--- src/rtl/snn_batch_scheduler_if.sv ---
// -----------------------------------------------------------------------------
// snn_batch_scheduler_if
//
// Purpose
//   Bundles the signals of the SNN batch scheduler into one interface:
//   run control and status (towards axi_cfg_regs), shared-memory arbitration
//   (towards the host), and network / output-count RAM sequencing (towards
//   if_network, spike_pattern_mem and the output-count RAM).
//
// Parameters
//   BATCH_ADDR_WIDTH        width of the batch select (BW)
//   OUTPUT_SPIKE_ADDR_BITS  width of the output-neuron index (OA)
//   Both must match the parameters of the scheduler instance using it.
//
// Modports
//   slave   the scheduler: takes control inputs, drives status / sequencing
//   master  the controlling side (register block or testbench)
//
// Signal summary
//   start         1       1-cycle run request
//   abort         1       terminate current run
//   num_batches   BW+1    batches per run, sampled on start
//   sim_time      32      timesteps per batch, sampled on start
//   host_mem_req  1       host requests the shared memory port
//   host_mem_gnt  1       host owns the shared memory port
//   net_rst       1       network + spike-counter reset
//   net_step      1       timestep enable
//   batch_sel     BW      current spike-pattern batch
//   cnt_rd_idx    OA      spike-counter read index
//   cnt_wr_en     1       output-count RAM write strobe
//   cnt_wr_addr   BW+OA   {batch_sel, cnt_rd_idx}
//   busy          1       run in progress
//   done          1       sticky run-complete flag
//   aborted       1       sticky, last run ended by abort
//   irq           1       1-cycle pulse on run completion
// -----------------------------------------------------------------------------
interface snn_batch_scheduler_if #(
   parameter int BATCH_ADDR_WIDTH       = 6,
   parameter int OUTPUT_SPIKE_ADDR_BITS = 4
);

   // run control / status
   logic                                         start;
   logic                                         abort;
   logic [BATCH_ADDR_WIDTH:0]                    num_batches;
   logic [31:0]                                  sim_time;
   logic                                         busy;
   logic                                         done;
   logic                                         aborted;
   logic                                         irq;

   // shared memory arbitration
   logic                                         host_mem_req;
   logic                                         host_mem_gnt;

   // network and output-count RAM sequencing
   logic                                         net_rst;
   logic                                         net_step;
   logic [BATCH_ADDR_WIDTH-1:0]                  batch_sel;
   logic [OUTPUT_SPIKE_ADDR_BITS-1:0]            cnt_rd_idx;
   logic                                         cnt_wr_en;
   logic [BATCH_ADDR_WIDTH+OUTPUT_SPIKE_ADDR_BITS-1:0] cnt_wr_addr;

   modport slave (
      input  start, abort, num_batches, sim_time, host_mem_req,
      output host_mem_gnt, net_rst, net_step, batch_sel, cnt_rd_idx,
             cnt_wr_en, cnt_wr_addr, busy, done, aborted, irq
   );

   modport master (
      output start, abort, num_batches, sim_time, host_mem_req,
      input  host_mem_gnt, net_rst, net_step, batch_sel, cnt_rd_idx,
             cnt_wr_en, cnt_wr_addr, busy, done, aborted, irq
   );

endinterface

--- src/rtl/snn_batch_scheduler.sv ---
// -----------------------------------------------------------------------------
// snn_batch_scheduler
//
// Purpose
//   Sequences multi-sample inference runs of the SNN core. For every batch of
//   a run it pulses the network reset, issues sim_time timestep enables
//   (STEP_CYCLES clocks apart), then drains the NUM_OUTPUTS spike counters
//   into the output-count RAM, one word per clock. The host gets the shared
//   RAM port only while the scheduler is idle (IDLE or DONE).
//
// Parameters
//   NUM_OUTPUTS             output neurons drained per batch (1..2**OA)
//   OUTPUT_SPIKE_ADDR_BITS  width of the output-neuron index (OA)
//   BATCH_ADDR_WIDTH        width of the batch select (BW)
//   STEP_CYCLES             clocks per timestep (>=1); net_step on the first
//
// Ports
//   S_AXI_ACLK     in   clock
//   S_AXI_ARESETN  in   asynchronous active-low reset
//   bus            snn_batch_scheduler_if.slave
//     in : start, abort, num_batches, sim_time, host_mem_req
//     out: host_mem_gnt (combinational), net_rst, net_step, batch_sel,
//          cnt_rd_idx, cnt_wr_en, cnt_wr_addr, busy, done, aborted, irq
//          (all registered)
// -----------------------------------------------------------------------------
module snn_batch_scheduler #(
   parameter int NUM_OUTPUTS            = 1,
   parameter int OUTPUT_SPIKE_ADDR_BITS = 4,
   parameter int BATCH_ADDR_WIDTH       = 6,
   parameter int STEP_CYCLES            = 2
) (
   input  logic                  S_AXI_ACLK,
   input  logic                  S_AXI_ARESETN,
   snn_batch_scheduler_if.slave  bus
);

   localparam int BW    = BATCH_ADDR_WIDTH;
   localparam int OA    = OUTPUT_SPIKE_ADDR_BITS;
   localparam int DIV_W = (STEP_CYCLES > 1) ? $clog2(STEP_CYCLES) : 1;

   localparam logic [DIV_W-1:0] DIV_LAST    = DIV_W'(STEP_CYCLES - 1);
   localparam logic [OA-1:0]    OUT_LAST    = OA'(NUM_OUTPUTS - 1);
   localparam logic [BW:0]      MAX_BATCHES = {1'b1, {BW{1'b0}}};
   localparam logic [BW:0]      ONE_BATCH   = (BW+1)'(1);

   // FSM encoding
   localparam logic [2:0] S_IDLE  = 3'd0;
   localparam logic [2:0] S_RST   = 3'd1;
   localparam logic [2:0] S_RUN   = 3'd2;
   localparam logic [2:0] S_DRAIN = 3'd3;
   localparam logic [2:0] S_NEXT  = 3'd4;
   localparam logic [2:0] S_DONE  = 3'd5;

   // A run is in progress in every state except IDLE and DONE.
   function automatic logic is_active(input logic [2:0] s);
      return (s == S_RST) || (s == S_RUN) || (s == S_DRAIN) || (s == S_NEXT);
   endfunction

   // ---------------------------------------------------------------------------
   // State and counters
   // ---------------------------------------------------------------------------
   logic [2:0]       state_q,     state_d;
   logic [BW-1:0]    batch_idx_q, batch_idx_d;
   logic [31:0]      ts_cnt_q,    ts_cnt_d;
   logic [DIV_W-1:0] div_cnt_q,   div_cnt_d;
   logic [OA-1:0]    out_idx_q,   out_idx_d;
   logic [BW:0]      nb_q,        nb_d;
   logic [31:0]      sim_time_q,  sim_time_d;

   // Registered outputs
   logic             net_rst_q;
   logic             net_step_q;
   logic [BW-1:0]    batch_sel_q;
   logic [OA-1:0]    cnt_rd_idx_q;
   logic             cnt_wr_en_q;
   logic             busy_q;
   logic             done_q;
   logic             aborted_q;
   logic             irq_q;

   logic             accept;
   logic             abort_take;
   logic             done_entry;
   logic [BW:0]      nb_clamped;
   logic [BW:0]      nb_last;

   // A batch count wider than the addressable range runs every batch once.
   assign nb_clamped = (bus.num_batches > MAX_BATCHES) ? MAX_BATCHES : bus.num_batches;
   assign nb_last    = nb_q - ONE_BATCH;

   // abort only acts on a run in progress; it overrides every other transition.
   assign abort_take = bus.abort && is_active(state_q);

   // ---------------------------------------------------------------------------
   // Next-state logic
   // ---------------------------------------------------------------------------
   // NOTE: every variable gets a default at the top of the combinational block
   // so that no path leaves it unassigned (which would infer a latch); blocking
   // assignments are used here so later statements see the updated values.
   always_comb begin
      state_d     = state_q;
      batch_idx_d = batch_idx_q;
      ts_cnt_d    = ts_cnt_q;
      div_cnt_d   = div_cnt_q;
      out_idx_d   = out_idx_q;
      nb_d        = nb_q;
      sim_time_d  = sim_time_q;
      accept      = 1'b0;

      case (state_q)
         S_IDLE, S_DONE: begin
            // The host keeps the RAM port while it asks for it; a start in
            // that window is dropped rather than queued.
            if (bus.start && !bus.host_mem_req) begin
               accept      = 1'b1;
               nb_d        = nb_clamped;
               sim_time_d  = bus.sim_time;
               batch_idx_d = '0;
               state_d     = (nb_clamped == '0) ? S_DONE : S_RST;
            end
         end

         S_RST: begin
            ts_cnt_d  = '0;
            div_cnt_d = '0;
            out_idx_d = '0;
            state_d   = (sim_time_q == '0) ? S_DRAIN : S_RUN;
         end

         S_RUN: begin
            // ts_cnt counts the enables issued so far; the current cycle
            // carries one when div_cnt is 0.
            if (div_cnt_q == '0) begin
               ts_cnt_d = ts_cnt_q + 32'd1;
            end
            if (div_cnt_q == DIV_LAST) begin
               div_cnt_d = '0;
               if (ts_cnt_d == sim_time_q) begin
                  out_idx_d = '0;
                  state_d   = S_DRAIN;
               end
            end else begin
               div_cnt_d = div_cnt_q + DIV_W'(1);
            end
         end

         S_DRAIN: begin
            if (out_idx_q == OUT_LAST) begin
               state_d = S_NEXT;
            end else begin
               out_idx_d = out_idx_q + OA'(1);
            end
         end

         S_NEXT: begin
            if ({1'b0, batch_idx_q} == nb_last) begin
               state_d = S_DONE;
            end else begin
               batch_idx_d = batch_idx_q + BW'(1);
               state_d     = S_RST;
            end
         end

         default: state_d = S_IDLE;
      endcase

      if (abort_take) begin
         state_d = S_DONE;
      end
   end

   // Entering DONE, either from a run or straight from an accepted zero-batch
   // start (which can happen while already sitting in DONE).
   assign done_entry = (state_d == S_DONE) && ((state_q != S_DONE) || accept);

   // ---------------------------------------------------------------------------
   // Sequential state and registered outputs
   // ---------------------------------------------------------------------------
   // Outputs are computed from the next state so that they are valid in the
   // same cycle the FSM sits in the corresponding state.
   // NOTE: sequential state uses non-blocking assignments only, and every
   // flop, including the latched run parameters, has a defined reset value.
   always_ff @(posedge S_AXI_ACLK or negedge S_AXI_ARESETN) begin
      if (!S_AXI_ARESETN) begin
         state_q      <= S_IDLE;
         batch_idx_q  <= '0;
         ts_cnt_q     <= '0;
         div_cnt_q    <= '0;
         out_idx_q    <= '0;
         nb_q         <= '0;
         sim_time_q   <= '0;
         net_rst_q    <= 1'b0;
         net_step_q   <= 1'b0;
         batch_sel_q  <= '0;
         cnt_rd_idx_q <= '0;
         cnt_wr_en_q  <= 1'b0;
         busy_q       <= 1'b0;
         done_q       <= 1'b0;
         aborted_q    <= 1'b0;
         irq_q        <= 1'b0;
      end else begin
         state_q      <= state_d;
         batch_idx_q  <= batch_idx_d;
         ts_cnt_q     <= ts_cnt_d;
         div_cnt_q    <= div_cnt_d;
         out_idx_q    <= out_idx_d;
         nb_q         <= nb_d;
         sim_time_q   <= sim_time_d;

         net_rst_q    <= (state_d == S_RST);
         net_step_q   <= (state_d == S_RUN) && (div_cnt_d == '0);
         cnt_wr_en_q  <= (state_d == S_DRAIN);
         cnt_rd_idx_q <= (state_d == S_DRAIN) ? out_idx_d : '0;
         busy_q       <= is_active(state_d);
         irq_q        <= done_entry;

         // batch_sel only moves when a batch starts, so it holds the last
         // batch after the run ends.
         if (state_d == S_RST) begin
            batch_sel_q <= batch_idx_d;
         end

         if (done_entry) begin
            done_q <= 1'b1;
         end else if (accept) begin
            done_q <= 1'b0;
         end

         if (abort_take) begin
            aborted_q <= 1'b1;
         end else if (accept) begin
            aborted_q <= 1'b0;
         end
      end
   end

   // ---------------------------------------------------------------------------
   // Output mapping
   // ---------------------------------------------------------------------------
   assign bus.host_mem_gnt = bus.host_mem_req && ((state_q == S_IDLE) || (state_q == S_DONE));
   assign bus.net_rst      = net_rst_q;
   assign bus.net_step     = net_step_q;
   assign bus.batch_sel    = batch_sel_q;
   assign bus.cnt_rd_idx   = cnt_rd_idx_q;
   assign bus.cnt_wr_en    = cnt_wr_en_q;
   assign bus.cnt_wr_addr  = {batch_sel_q, cnt_rd_idx_q};
   assign bus.busy         = busy_q;
   assign bus.done         = done_q;
   assign bus.aborted      = aborted_q;
   assign bus.irq          = irq_q;

endmodule
--- src/flat_wrapper.sv ---
// flat-port wrapper written by rule: the top's interface ports become plain ports
module snn_batch_scheduler_flat 
#(
   parameter int NUM_OUTPUTS            = 1,
   parameter int OUTPUT_SPIKE_ADDR_BITS = 4,
   parameter int BATCH_ADDR_WIDTH       = 6,
   parameter int STEP_CYCLES            = 2
)
  (S_AXI_ACLK, S_AXI_ARESETN, bus_start, bus_abort, bus_num_batches, bus_sim_time, bus_host_mem_req, bus_host_mem_gnt, bus_net_rst, bus_net_step, bus_batch_sel, bus_cnt_rd_idx, bus_cnt_wr_en, bus_cnt_wr_addr, bus_busy, bus_done, bus_aborted, bus_irq);
  snn_batch_scheduler_if #(.BATCH_ADDR_WIDTH(BATCH_ADDR_WIDTH), .OUTPUT_SPIKE_ADDR_BITS(OUTPUT_SPIKE_ADDR_BITS)) bus_i ();
  input  logic S_AXI_ACLK;
  input  logic S_AXI_ARESETN;
  input wire logic [$bits(bus_i.start)-1:0] bus_start;
  input wire logic [$bits(bus_i.abort)-1:0] bus_abort;
  input wire logic [$bits(bus_i.num_batches)-1:0] bus_num_batches;
  input wire logic [$bits(bus_i.sim_time)-1:0] bus_sim_time;
  input wire logic [$bits(bus_i.host_mem_req)-1:0] bus_host_mem_req;
  output wire logic [$bits(bus_i.host_mem_gnt)-1:0] bus_host_mem_gnt;
  output wire logic [$bits(bus_i.net_rst)-1:0] bus_net_rst;
  output wire logic [$bits(bus_i.net_step)-1:0] bus_net_step;
  output wire logic [$bits(bus_i.batch_sel)-1:0] bus_batch_sel;
  output wire logic [$bits(bus_i.cnt_rd_idx)-1:0] bus_cnt_rd_idx;
  output wire logic [$bits(bus_i.cnt_wr_en)-1:0] bus_cnt_wr_en;
  output wire logic [$bits(bus_i.cnt_wr_addr)-1:0] bus_cnt_wr_addr;
  output wire logic [$bits(bus_i.busy)-1:0] bus_busy;
  output wire logic [$bits(bus_i.done)-1:0] bus_done;
  output wire logic [$bits(bus_i.aborted)-1:0] bus_aborted;
  output wire logic [$bits(bus_i.irq)-1:0] bus_irq;
  assign bus_i.start = bus_start;
  assign bus_i.abort = bus_abort;
  assign bus_i.num_batches = bus_num_batches;
  assign bus_i.sim_time = bus_sim_time;
  assign bus_i.host_mem_req = bus_host_mem_req;
  assign bus_host_mem_gnt = bus_i.host_mem_gnt;
  assign bus_net_rst = bus_i.net_rst;
  assign bus_net_step = bus_i.net_step;
  assign bus_batch_sel = bus_i.batch_sel;
  assign bus_cnt_rd_idx = bus_i.cnt_rd_idx;
  assign bus_cnt_wr_en = bus_i.cnt_wr_en;
  assign bus_cnt_wr_addr = bus_i.cnt_wr_addr;
  assign bus_busy = bus_i.busy;
  assign bus_done = bus_i.done;
  assign bus_aborted = bus_i.aborted;
  assign bus_irq = bus_i.irq;
  snn_batch_scheduler #(.NUM_OUTPUTS(NUM_OUTPUTS), .OUTPUT_SPIKE_ADDR_BITS(OUTPUT_SPIKE_ADDR_BITS), .BATCH_ADDR_WIDTH(BATCH_ADDR_WIDTH), .STEP_CYCLES(STEP_CYCLES)) u_core (.S_AXI_ACLK(S_AXI_ACLK), .S_AXI_ARESETN(S_AXI_ARESETN), .bus(bus_i));
endmodule
--- config.mk ---
export PLATFORM = sky130hd
export DESIGN_NAME = snn_batch_scheduler_flat
export DESIGN_NICKNAME = d
export VERILOG_FILES = /design/src/rtl/snn_batch_scheduler_if.sv /design/src/rtl/snn_batch_scheduler.sv /design/src/flat_wrapper.sv
export SDC_FILE = /design/constraint.sdc
export NUM_CORES = 1
export LEC_CHECK = 0
export ABC_AREA = 1
export CAP_MARGIN = 5
export CORE_AREA = 5 5 94 162
export CTS_BUF_LIST = sky130_fd_sc_hd__clkbuf_4 sky130_fd_sc_hd__clkbuf_8 sky130_fd_sc_hd__clkbuf_16
export CTS_CLUSTER_SIZE = 25
export DETAILED_ROUTE_END_ITERATION = 10
export DIE_AREA = 0 0 99 167
export GPL_TIMING_DRIVEN = 0
export SETUP_SLACK_MARGIN = 0.2
export SLEW_MARGIN = 20
export SYNTH_ARGS = -nofsm -noshare
export SYNTH_HDL_FRONTEND = slang
export SYNTH_SLANG_ARGS = --single-unit
--- constraint.sdc ---
create_clock -name S_AXI_ACLK -period 3.2 [get_ports S_AXI_ACLK]
set_input_delay 0.48 -clock S_AXI_ACLK [delete_from_list [all_inputs] [get_ports S_AXI_ACLK]]
set_output_delay 0.48 -clock S_AXI_ACLK [all_outputs]
set_load 0.005 [all_outputs]
==> run metrics <==
crit-path cells ha_1 > nand2_2 > nor2_4 > nand2_4 > nor2_4 > buf_4 > nand2_1 > nand2_1 > nand2_1 > nand2_1 > nand2_1 > nor2_1 > nand3_1 > nor2_2 > nand3_2 > nand3_2 > buf_6 > nand4_1 > nand2_1; vias in the first global route 5995; synth unique cells 33; Post-DRT Antenna Nets 0; IO Port Bufs 71; data required time of the worst path 3.50 ns; Worst R2R Path Depth 19; Row Count 57; core area 0.01376 mm²; Static Leak 3.359 nW; GRT Total Usage 22.14%; Worst VDD drop 0.4983 mV; Post-synth EDFFs 0; top cells by area, synth dfrtp_1 (43%), nand2_1 (18%), inv_1 (6.6%), nand3_1 (5.7%), o21ai_0 (4.9%); total grt overflow 0; vias 5712; clock slew at reported path FFs 0.08 ns; Ys Warns 0; crit-path max cell delay 0.42 ns; worst skew pair latency 0.36 ns; Final nets 971; Die Y 167 µm; Detailed Place HPWL 13760 µm; Area Overhead vs Synth 23.12%; Startpoint Class flip-flop; Worst Setup Path Type flip-flop to flip-flop; Tmin final 2.826 ns; count of final setup violators 0; global-route wire length before repair 29100 µm; Post-Synthesis Cells 832; Min-Delay Path Class input port to async pin; RSZ-0062 raised after global routing no; area leader, netlist dfrtp_1; Detailed Route WL 17730 µm; Main synth FF type dfrtp_1; die area 0.01653 mm²; I/O Pins 72; CTS Buf Count 9; CTS Root Cell clkbuf_16; Pwr Total 0.005267 W; crit end category flip-flop; synth cell count leaders nand2_1 (280), inv_1 (104), dfrtp_1 (102); DRC viols 0; max_cap viols 0; Vias/cell 5.174; transition time of the tightest slew-check pin 0.7225 ns; Max Fclk 353.9 MHz; Die W 99 µm; drt pass-1 iters 5; Worst path slowest cell dfrtp_2; worst-path maximum fanout 10; Iter 0 DRT Violations 220; hold slack final 0.05541 ns; htree depth 3; #FFs+latches synth 102; Final Hold Vio Count 0; clock skew 0.01218 ns; PwrDens 724.7 mW/mm²; Post-synth ARST share 100.0%; share of the synthesized area in the top cell type 43.24%; Initial Utilization 42.89%; syn nets 881; CP Data Arrival Time 3.12 ns; Post-Syn Area 0.005903 mm²; initial antenna violation count 0; fin crit share 88.30%; relative slew slack 51.83%; Mean Syn Cell Area 7.095 µm²; most numerous cell in the Yosys netlist nand2_1; n_diodes 0; fraction of layout cells with a size suffix above 1 6.580%; TritonCTS clock tree yes; setup tns final 0 ns; Clock Path Buffers 2; CTS Sinks 102; largest net degree at the start of global routing 56; sequential element share of the synthesized area 43.24%; status completed; most used cell, CP nand2_1; drt wl/cell 16.06 µm; Pins Over Slew Limit 0; RD Place Congestion 0.9029; fillers 1350
logic make-up (layout without fill, tap and decap cells):
| family | count (synthesis) | after routing | share of synthesized area, % |
|---|---|---|---|
| xor gates and xnor gates | 21 | 21 | 3.349 |
| and+or+nand+nor | 475 | 475 | 34.34 |
| AOI/OAI and AO/OA | 95 | 95 | 8.733 |
| buffers and inverters | 134 | 229 | 9.283 |
| adders and majority gates | 5 | 5 | 1.060 |
| DFF | 102 | 102 | 43.24 |
path summary, 6_finish.rpt:
path	from	end	slack (ns)
max in group asynchronous	S_AXI_ARESETN	u_core.ts_cnt_q[19]	2.46
min in group S_AXI_ACLK	u_core.bus.aborted	u_core.bus.aborted	0.49
hold / removal	S_AXI_ARESETN	u_core.nb_q[6]	0.06
setup reg to reg	u_core.ts_cnt_q[0]	u_core.bus.batch_sel[4]	0.37
hold reg to reg	u_core.bus.aborted	u_core.bus.aborted	0.49
setup / recovery	u_core.ts_cnt_q[0]	u_core.bus.batch_sel[4]	0.37
state kept, by name (all words and copies together), names as in the netlist, 3 cells and up:
register               flops
u_core.ts_cnt_q           32
u_core.bus.cnt_rd_idx      4
u_core.sim_time_q         32
u_core.out_idx_q           4
u_core.state_q             3
u_core.batch_idx_q         6
u_core.bus.batch_sel       6
u_core.nb_q                7
worst max-delay path, delay by kind of cell, from the launching register on:
family	cells	cell delay, ns
and+or+nand+nor	16	1.87
buffers and inverters	2	0.29
adders and majority gates	1	0.20
DFF	1	0.42
metal layers:
| metal | track usage [%] | wire, µm |
|---|---|---|
| met5 | 0 | 0 |
| met4 | 9.869 | 676 |
| met3 | 3.600 | 666 |
| met2 | 42.01 | 9933 |
| met1 | 23.29 | 6455 |
final cells by class:
type,instances,area [µm²],share of cell area (%)
Clock buffer,9,225.2,3.099
Timing Repair Buffer,79,792.0,10.90
Clock inverter,7,87.58,1.205
Multi-Input combinational cell,596,2840,39.08
Sequential cell,102,2554,35.14
Inverter,108,405.4,5.578
Buffer,26,142.6,1.962
Tap cell,177,221.5,3.047
placed cells by master, fill, tap and decap left out, types with 10 or more instances in the layout:
cell type and instances:
buf_4 17, clkbuf_1 14, clkdlybuf4s50_1 70, dfrtp_1 101, inv_1 104, nand2_1 279, nand3_1 65, nand4_1 15
nor2_1 73, nor3_1 10, o21ai_0 58, o22ai_1 20, xor2_1 16
report_power, final:
group          internal (W)  total (W)  switching, W
registers           0.00165    0.00194      0.000284
clock network      0.000627    0.00118      0.000550
logic              0.000813    0.00215       0.00134
stage by stage:
step	cells	cell area, µm²	utilization, %	worst slack, ns
3_5_place_dp	1081	6864	49.87	0.2632
6_report	1104	7268	52.80	0.3744
2_1_floorplan	832	5903	-	0.9821
4_1_cts	1097	7177	52.14	0.2576
5_1_grt	1104	7268	52.80	0.1998
3_3_place_gp	1080	6835	49.66	-2.438
timing repair:
action                     in CTS  in global routing
setup endpoints to repair       0                 16
setup buffers                   0                  7
hold buffers                    0                  0
resized for setup               0                  9
No activity file was read; power rests on OpenSTA's default activity.
